**src/rtl/sat_pred_pkg.sv**
```systemverilog
// Shared defaults and the saturating-counter step function for the branch predictor table.
package sat_pred_pkg;

    localparam int DEF_CNT_W  = 2;
    localparam int DEF_IDX_W  = 4;
    localparam int DEF_PC_W   = 32;
    localparam int DEF_STAT_W = 16;

    // Next counter value: move toward max_val on taken, toward 0 otherwise, clamping at both ends.
    function automatic int unsigned sat_next(input int unsigned cur,
                                             input logic        taken,
                                             input int unsigned max_val);
        if (taken) begin
            return (cur >= max_val) ? max_val : cur + 1;
        end
        return (cur == 0) ? 0 : cur - 1;
    endfunction

endpackage

```
**src/rtl/sat_counter.sv**
```systemverilog
// One CNT_W-bit saturating direction counter; steps only when enable is high.
module sat_counter
    import sat_pred_pkg::*;
#(
    parameter int CNT_W = DEF_CNT_W
) (
    input  logic             clk,
    input  logic             reset,
    input  logic             enable,
    input  logic             taken,
    output logic [CNT_W-1:0] value
);

    localparam int unsigned MAX_VAL = (1 << CNT_W) - 1;

    always_ff @(posedge clk or negedge reset) begin
        if (!reset) begin
            value <= '0;
        end else if (enable) begin
            value <= CNT_W'(sat_next(32'(value), taken, MAX_VAL));
        end
    end

endmodule

```
**src/rtl/sat_pred_table.sv**
```systemverilog
// Table of saturating counters predicting branch direction, with mispredict statistics.
// Define SAT_PRED_GSHARE_EN for gshare indexing (PC bits XOR global history); default is bimodal.
module sat_pred_table
    import sat_pred_pkg::*;
#(
    parameter int CNT_W  = DEF_CNT_W,
    parameter int IDX_W  = DEF_IDX_W,
    parameter int PC_W   = DEF_PC_W,
    parameter int STAT_W = DEF_STAT_W
) (
    input  logic              clk,
    input  logic              reset,
    input  logic [PC_W-1:0]   lookup_pc,
    output logic              prediction,
    input  logic              branch,
    input  logic [PC_W-1:0]   upd_pc,
    input  logic              taken,
    output logic              mispredict,
    output logic [STAT_W-1:0] mispredict_cnt
);

    localparam int DEPTH = 1 << IDX_W;

    logic [IDX_W-1:0] lookup_base;
    logic [IDX_W-1:0] upd_base;
    logic [IDX_W-1:0] lookup_idx;
    logic [IDX_W-1:0] upd_idx;
    logic [CNT_W-1:0] ctr [DEPTH];
    logic             upd_msb;
    logic             miss;
    logic             unused_pc;

    // Word-aligned PCs: the two low bits carry no information.
    assign lookup_base = lookup_pc[IDX_W+1:2];
    assign upd_base    = upd_pc[IDX_W+1:2];
    assign unused_pc   = ^{lookup_pc, upd_pc};

`ifdef SAT_PRED_GSHARE_EN
    logic [IDX_W-1:0] ghr;

    assign lookup_idx = lookup_base ^ ghr;
    assign upd_idx    = upd_base ^ ghr;

    always_ff @(posedge clk or negedge reset) begin
        if (!reset) begin
            ghr <= '0;
        end else if (branch) begin
            ghr <= {ghr[IDX_W-2:0], taken};
        end
    end
`else
    assign lookup_idx = lookup_base;
    assign upd_idx    = upd_base;
`endif

    generate
        for (genvar gi = 0; gi < DEPTH; gi++) begin : g_entry
            logic hit;
            assign hit = branch && (upd_idx == IDX_W'(gi));
            sat_counter #(
                .CNT_W (CNT_W)
            ) u_ctr (
                .clk    (clk),
                .reset  (reset),
                .enable (hit),
                .taken  (taken),
                .value  (ctr[gi])
            );
        end
    endgenerate

    // Reads see the table before this cycle's update lands.
    assign prediction = ctr[lookup_idx][CNT_W-1];
    assign upd_msb    = ctr[upd_idx][CNT_W-1];
    assign miss       = branch && (taken != upd_msb);

    always_ff @(posedge clk or negedge reset) begin
        if (!reset) begin
            mispredict     <= 1'b0;
            mispredict_cnt <= '0;
        end else begin
            mispredict <= miss;
            if (miss && (mispredict_cnt != {STAT_W{1'b1}})) begin
                mispredict_cnt <= mispredict_cnt + 1'b1;
            end
        end
    end

endmodule

```
**config.mk**
```make
export PLATFORM = sky130hd
export DESIGN_NAME = sat_pred_table
export DESIGN_NICKNAME = d
export VERILOG_FILES = /design/src/rtl/sat_pred_pkg.sv /design/src/rtl/sat_counter.sv /design/src/rtl/sat_pred_table.sv
export SDC_FILE = /design/constraint.sdc
export NUM_CORES = 1
export LEC_CHECK = 0
export BUFFER_PORTS_ARGS = -buffer_cell sky130_fd_sc_hd__buf_2
export CORE_MARGIN = 1
export CORE_UTILIZATION = 43
export CTS_CLUSTER_SIZE = 16
export DETAILED_ROUTE_END_ITERATION = 10
export MAX_ROUTING_LAYER = met4
export PLACE_DENSITY = 0.69
export SETUP_SLACK_MARGIN = 0.5
export SLEW_MARGIN = 20
export SYNTH_ARGS = -nofsm -noshare
export SYNTH_HDL_FRONTEND = slang
export SYNTH_SLANG_ARGS = --single-unit
```
**constraint.sdc**
```tcl
create_clock -name clk -period 2.4 [get_ports clk]
set_input_delay 0.72 -clock clk [delete_from_list [all_inputs] [get_ports clk]]
set_output_delay 0.72 -clock clk [all_outputs]
set_load 0.02 [all_outputs]
```
# After elaboration in Yosys (flattened, before gate mapping)
# Index checks and enable logic that the tools add are counted.
# word_totals
elab_cells	210
out_inout_bits	18
input_bits	68
register_bits	49
# classes
n_reduce_logical	35
bitwise	2
mux	87
magnitude_cmp	18
addsub	33
eq_ne	17
# op_table
cell	n
$mux W2	68
$add A2 B1 Y2 const B	16
$eq A4 B4 Y1 const B	8
$ge A2 B2 Y1 const B	16
$logic_not A2 Y1	16
$sub A2 B1 Y2 const B	16
$logic_and A1 B1 Y1	18
$mux W1	17
$add A16 B1 Y16 const B	1
$bmux W2 S4	2
$eq A4 B3 Y1 const B	4
$ne A16 B16 Y1 const B	1
$ge A5 B5 Y1 const B	2
$not A4 Y5	2
$eq A4 B2 Y1 const B	2
$eq A4 B1 Y1 const B	1
$logic_not A4 Y1	1
$ne A1 B1 Y1	1

# Depth between registers and ports, before layout
# Gate-level depths: netlist of run 1.
# logic_depth
word_depth	7
depth_mapped	8
ltp_nobuf	7

# Hierarchy
# From an unflattened synthesis of run 1, not the netlist that was laid out.
# unflattened
cells_unflattened	286
area_unflattened_um2	2984.1
# modules_own_cells
module	seq_area_each_um2	n_inst	area_per_inst_um2	cells_per_inst
sat_counter	50.0	16	112.6	11
sat_pred_table	425.4	1	1182.4	110

# Worst setup path before layout of run 1
# Ideal clock, no wire load.
# synth_timing
path_type	input-to-reg
startpoint	input port upd_pc[5]
endpoint	register mispredict_cnt[1]
n_path_buf	2
t_required_ns	2.275
path_stages	8
arrival_time_ns	2.371
setup_slack_ns	-0.096
setup_time_ns	0.125
path_cell_list	buf_2 -> and2_1 -> buf_2 -> a22oi_2 -> and2_1 -> mux2_2 -> nor2_4 -> mux2_2
# synth_between
elab_chain_len	7
# synth_rtl
item	line_no	text
start: declaration	sat_pred_table.sv:16	input logic [PC_W-1:0] upd_pc,
$not A4 Y5 (not written as such)	sat_pred_table.sv:74	assign upd_msb = ctr[upd_idx][CNT_W-1];
$bmux W2 S4	sat_pred_table.sv:74	
$mux W2 (not written as such) (2 in a row)	sat_pred_table.sv:74	
$ne A1 B1 Y1	sat_pred_table.sv:75	assign miss = branch && (taken != upd_msb);
$logic_and A1 B1 Y1	sat_pred_table.sv:75	
$logic_and A1 B1 Y1	sat_pred_table.sv:83	if (miss && (mispredict_cnt != {STAT_W{1'b1}})) begin
end signal: assignment	sat_pred_table.sv:84	mispredict_cnt <= mispredict_cnt + 1'b1;
end: declaration	sat_pred_table.sv:19	output logic [STAT_W-1:0] mispredict_cnt
# Every way passes these cells. The select of a mux whose other input is x is not followed.
# A chain may end at the register's enable or synchronous reset.

# Final worst setup path of run 1
# layout_timing
startpoint	input port lookup_pc[3]
endpoint	output port prediction
# layout_between
elab_chain_len	4
# layout_rtl
item	line_no	text
start: declaration	sat_pred_table.sv:13	input logic [PC_W-1:0] lookup_pc,
$not A4 Y5 (not written as such)	sat_pred_table.sv:73	assign prediction = ctr[lookup_idx][CNT_W-1];
$bmux W2 S4	sat_pred_table.sv:73	
$mux W2 (not written as such) (2 in a row)	sat_pred_table.sv:73	
end: declaration	sat_pred_table.sv:14	output logic prediction,
# Every way passes these cells. The select of a mux whose other input is x is not followed.

==> out/results.ini, run 1 <==
[cells_and_area]
drive_gt1_share_pct=32.61
fill_cells=555
seq_area_um2=1229
multi_input_area_um2=1694
num_antenna_cells=0
area_growth_pct=29.11
nNetsFinal=439

[detailed_routing]
drtIter0Drc=114
wirelength_um=7030
remaining_drc_errors=0
drt_pre_antenna_iters=4
antenna_left=0
vias=2591
viasPerCell=5.783
post_drt_wl_per_cell_um=15.69

[worst_setup_path]
cp_slowest_stage_delay_ns=0.53
crit_path_frequent_cell=mux4_2
critPathMaxFanout=4
critical_path_buf_inv_count=2
cp_data_arrival_time_ns=1.97
reg2reg_from=g_entry[13].u_ctr.value[1]
worst_path_max_delay_cell=mux4_2
worstSetupPathDepth=4
critPathLaunch=lookup_pc[3]
crit_path_end=prediction
required_ns=1.68
crit_family=multiplexers
reg2reg_depth=8
worstReg2RegEnd=mispredict_cnt[3]
worstSetupStartpointType=input pin
r2r_setup_slack_ns=0.28
crit_chain=buf_8, mux4_2, mux4_2, buf_6
worstSetupPathType=input pin to output port
cp-end-kind=output port

[timing]
finalCritPeriodShare_pct=112.3
clock_skew_ns=0.01179
hold_violations=0
relSlewSlack_pct=68.80
timing.setup.tns_ns=-0.2941
slew_violations=0
rsz0062_at_grt=true
max_freq_ghz=0.3712
finalSetupViolCount=1
holdWs_ns=0.3475
worst_slack_ns=-0.2941
worst_slew_pin_slew_ns=0.4680
layout_min_cycle_time_ns=2.694

[floorplan]
fp.dieH_um=83.47
floorplan.initialDensity_pct=44.69
core_area_um2=6386
io_pins=86
dieArea_um2=6967
die_x_um=83.47
row_count=29

[global_routing]
grt_pass1_vias=2486
grt_overflow=0
grt_usage_pct=21.29
grt_max_degree=33
antenna_found_initial=0
grt_pass1_wl_um=11590

[synth]
avgSynthCellArea_um2=9.296
synth_area_leaders=dfrtp_1 (43%), o21ai_0 (7.9%), mux4_2 (4.7%)
synth_cells=307
synthArstFlopShare_pct=100.0
yosysMostFrequentCell=dfrtp_1
synth_top_area_share_pct=42.96
synth_ff_type=dfrtp_1
ys_warn_count=0
synth_common_cells=dfrtp_1 (49), o21ai_0 (45), nand2_1 (33), nor2_1 (28), a21oi_1 (21)
synth-seq-cells=49
synth_top_cell_by_area=dfrtp_1
synth_cell_types=43
syn_nets=376
netlist_area_um2=2854
synth_edf_count=0
ys_seq_area_share_pct=42.96

[status]
violations=negative setup slack
run_status=finished, violations left

[run]
cap_violations=0

[placed_design]
gp_congestion=0.7708
port_buffers=29
dp_hpwl_um=4884

[clocking]
ctsHtreeMaxLevel=2
cts_made_buffers=5
cts_root_buffer=clkbuf_8
cts_buffer_depth=2
clk_latency_ns=0.31
cts_num_sinks=49
cts_tree=yes
clkTransAtPathRegs_ns=0.11
holdBufCountCts=0

[power_and_ir_drop]
ir_drop_uv=541.5
leakage_nw=1.443
power.density_nw_per_um2=589.4

[hold_path]
hold_path.class=input pin to async pin

how the worst min path moves through the flow:
stage          slack, ns                         end          startpoint  depth (start not counted)
2_1_floorplan       0.42   g_entry[0].u_ctr.value[0]               reset                          0
3_3_place_gp        0.48          mispredict_cnt[14]  mispredict_cnt[14]                          1
3_5_place_dp        0.49           mispredict_cnt[6]   mispredict_cnt[6]                          1
4_1_cts             0.36  g_entry[12].u_ctr.value[1]               reset                          1
5_1_grt             0.37  g_entry[12].u_ctr.value[1]               reset                          1
6_report            0.35  g_entry[12].u_ctr.value[1]               reset                          1
metal layers:
layer	share of wire, %	track usage [%]	wire length (um)
met5	0	-	0
met4	1.9	6.163	133
met3	4.2	3.264	298
met2	50	35.69	3528
met1	44	26.93	3069
power breakdown:
part           leakage, nW  switching, mW  internal, mW
registers            0.530          0.177         0.953
clock network       0.0447          0.306         0.211
logic                0.869          0.284         0.241
registers in the layout (all words and copies together) (netlist names):
register and cells:
g_entry.u_ctr.value 32, mispredict 1, mispredict_cnt 16
layout make-up:
cell class                      instances  share of cell area [%]
Sequential cell                        49                   33.34
Clock buffer                            5                   1.868
Clock inverter                          3                  0.6791
Inverter                                4                  0.4075
Multi-Input combinational cell        240                   45.98
Timing Repair Buffer                   70                   15.11
Tap cell                               77                   2.615
cells by family after synthesis:
family	synth area share, %
simple gates	17.62
compound gates	22.36
mux	8.987
fa+ha+maj	0.4383
flops	42.96
buf+inv	3.025
xor+xnor	4.603
through the flow:
step,utilization [%],area (um2),setup WS (ns),total power [mW],instances
finish,57.70,3685,-0.2941,2.172,448
global route,57.70,3685,-0.3061,2.293,448
CTS,55.37,3536,-0.2884,2.140,444
detailed placement,52.33,3342,-0.3869,1.589,435
global placement,52.33,3342,-0.3938,1.565,435
floorplan,-,2900,-0.04472,1.406,307
repair_timing:
action                                  in CTS  in global routing
endpoints found under the setup margin      18                 18
gates resized for setup                     29                 18
gates cloned                                 0                  1
buffers inserted                             1                  3
pin swaps                                    8                  7
cells in the final DEF, fill, tap and decap left out, types with 3 or more instances in the layout:
master / count
buf_6: 9
dfrtp_1: 47
o211ai_1: 3
xnor2_1: 9
nand2_1: 33
nand4_1: 3
xor2_1: 5
nor3_2: 4
buf_8: 4
inv_1: 3
a211oi_1: 9
a21oi_1: 21
nand3_1: 8
o21ai_0: 45
nor2_1: 26
o21ai_4: 3
and2_1: 9
mux4_2: 7
a31oi_1: 13
buf_2: 25
nor2_4: 3
buf_4: 30
clkbuf_8: 5
and3_1: 4
No activity file was read; power rests on OpenSTA's default activity.
==> run 2: changes to the inputs <==
--- a/config.mk
+++ b/config.mk
@@ -8,6 +8,8 @@
 export BUFFER_PORTS_ARGS = -buffer_cell sky130_fd_sc_hd__buf_2
 export CORE_MARGIN = 1
 export CORE_UTILIZATION = 43
+export CTS_BUF_LIST = sky130_fd_sc_hd__clkbuf_4
+export CTS_CLUSTER_DIAMETER = 200
 export CTS_CLUSTER_SIZE = 16
 export DETAILED_ROUTE_END_ITERATION = 10
 export MAX_ROUTING_LAYER = met4
==> run 2 against run 1 <==
Compared with the run above: the run still ends with negative setup slack left; final area down 3.0%; register-to-register slack worse by 0.13 ns; count of clock-buffer cells in the layout unchanged; highest routed layer unchanged.
==> out/results.ini, run 2 (synthesis gave the netlist of run 1 again) <==
[cells_and_area]
layout_common_cells=dfrtp_1 (46), o21ai_0 (45), nand2_1 (33), buf_4 (31), nor2_1 (28)
largestRegisters=g_entry.u_ctr.value x32, mispredict_cnt x16, mispredict x1
area_growth_pct=25.21
drive_gt1_share_pct=30.91  ; -1.7 points
num_antenna_cells=0  ; unchanged
layout_commonest_cell=dfrtp_1
final_area_um2=3573  ; -3.0%
largest_reg_flops=32  ; unchanged
nNetsFinal=440  ; +0.23%
max_flop_register=g_entry.u_ctr.value

[detailed_routing]
vias=2539  ; -2.0%
drtIter0Drc=96  ; -16%
viasPerCell=5.655  ; -2.2%
post_drt_wl_per_cell_um=15.15  ; -3.5%
remaining_drc_errors=0  ; unchanged
drt_pre_antenna_iters=4  ; unchanged
antenna_left=0  ; unchanged
wirelength_um=6802  ; -3.2%

[global_routing]
grt_pass1_wl_um=11700  ; +0.89%
grt_max_degree=33  ; unchanged
grt_overflow=0  ; unchanged
met1_usage_pct=27.31  ; +0.39 points
grtUsageMet2_pct=35.77  ; +0.075 points
grt_usage_pct=21.44  ; +0.15 points
top_usage_layer=met2
antenna_found_initial=0  ; unchanged
grt_pass1_vias=2494  ; +0.32%
use_met3_pct=3.264  ; unchanged

[floorplan]
die_x_um=83.47  ; unchanged
fp.dieH_um=83.47  ; unchanged
floorplan.initialDensity_pct=44.69  ; unchanged
core_area_um2=6386  ; unchanged
io_pins=86  ; unchanged
dieArea_um2=6967  ; unchanged
row_count=29  ; unchanged

[timing]
slew_violations=0  ; unchanged
worst_slew_pin_slew_ns=0.4606  ; -0.007425 ns
relSlewSlack_pct=69.29  ; +0.50 points
worst_slack_ns=-0.2932  ; +0.0008700 ns
hold_violations=0  ; unchanged
finalCritPeriodShare_pct=112.2  ; about the same
clock_skew_ns=0.01508  ; +0.003292 ns
max_freq_ghz=0.3713  ; about the same
rsz0062_at_grt=true
finalSetupViolCount=1  ; unchanged
layout_min_cycle_time_ns=2.693  ; -0.0008700 ns

[worst_setup_path]
reg2reg_depth=9  ; +1
worstSetupPathType=input pin to output port
cp-end-kind=output port
worstSetupStartpointType=input pin
critPathMaxFanout=4  ; unchanged
cp_data_arrival_time_ns=1.97  ; about the same
required_ns=1.68  ; about the same

[placed_design]
gp_congestion=0.7708  ; unchanged
dp_hpwl_um=4884  ; unchanged
port_buffers=29  ; unchanged
placed_area_um2=3342  ; unchanged

[status]
run_status=finished, violations left
violations=negative setup slack

[hold_path]
hold_path.class=input pin to async pin

[run]
cap_violations=0  ; unchanged

[clocking]
cts_tree=yes
cts_made_buffers=5  ; unchanged
cts_root_buffer=clkbuf_4
cts_buffer_depth=2  ; unchanged
clkTransAtPathRegs_ns=0.16  ; +0.05 ns
ctsHtreeMaxLevel=2  ; unchanged
holdBufCountCts=0  ; unchanged
cts_num_sinks=49  ; unchanged
clk_latency_ns=0.38  ; +0.07 ns

[power_and_ir_drop]
power.density_nw_per_um2=572.3  ; -2.9%
leakage_nw=1.414  ; -2.0%
ir_drop_uv=536.7  ; -0.88%
power.total_mw=2.045  ; -5.8%

-- run 2: worst paths after layout --
check                                             to                       from  slack (ns)
setup reg to reg                   mispredict_cnt[3]  g_entry[6].u_ctr.value[1]        0.15
max in group asynchronous  g_entry[8].u_ctr.value[1]                      reset        1.54
setup / recovery                          prediction               lookup_pc[3]       -0.29
hold / removal                     mispredict_cnt[3]                      reset        0.26
hold reg to reg                    mispredict_cnt[6]          mispredict_cnt[6]        0.51
min in group clk                   mispredict_cnt[6]          mispredict_cnt[6]        0.51
-- run 2: final cells by class --
cell class | instances | area, um2
fill | 577 | 2813
multi-input combinational | 240 | 1633
sequential | 49 | 1230
timing repair buffer | 71 | 536.8
tap | 77 | 96.34
clock buffer | 5 | 37.54
clock inverter | 3 | 25.02
inverter | 4 | 15.01
-- run 2: metrics by stage --
stage                     setup TNS (ns)  setup WS [ns]  hold WS, ns  cells  util [%]
after floorplan                 -0.08558       -0.04472       0.4244    307         -
after global placement            -1.894        -0.3938       0.4826    435     52.33
after detailed placement          -2.348        -0.3869       0.4889    435     52.33
after CTS                        -0.2884        -0.2884       0.2701    446     55.07
after global routing             -0.3277        -0.3277       0.2714    449     55.96
final                            -0.2932        -0.2932       0.2638    449     55.96
-- run 2: worst max-delay path, stage by stage --
cell and delay (ns):
buf_8 0.09, mux4_2 0.53, mux4_2 0.49, buf_6 0.15
-- run 2: what timing repair did --
action,4_1_cts,5_1_grt
buffers inserted,3,3
resized for setup,27,6
cloned,0,0
endpoints found under the setup margin,18,19
pin swaps,4,7
-- run 2: routing by layer --
layer | part of all wire (%) | vias up
li1 | - | 1250
met1 | 47 | 1230
met2 | 48 | 50
met3 | 3.6 | 9
met4 | 1.4 | 0
met5 | 0 | -
-- run 2: power breakdown --
| group | switching [mW] | internal [mW] | total (mW) |
|---|---|---|---|
| clock network | 0.298 | 0.120 | 0.418 |
| registers | 0.172 | 0.951 | 1.12 |
| logic | 0.273 | 0.231 | 0.504 |
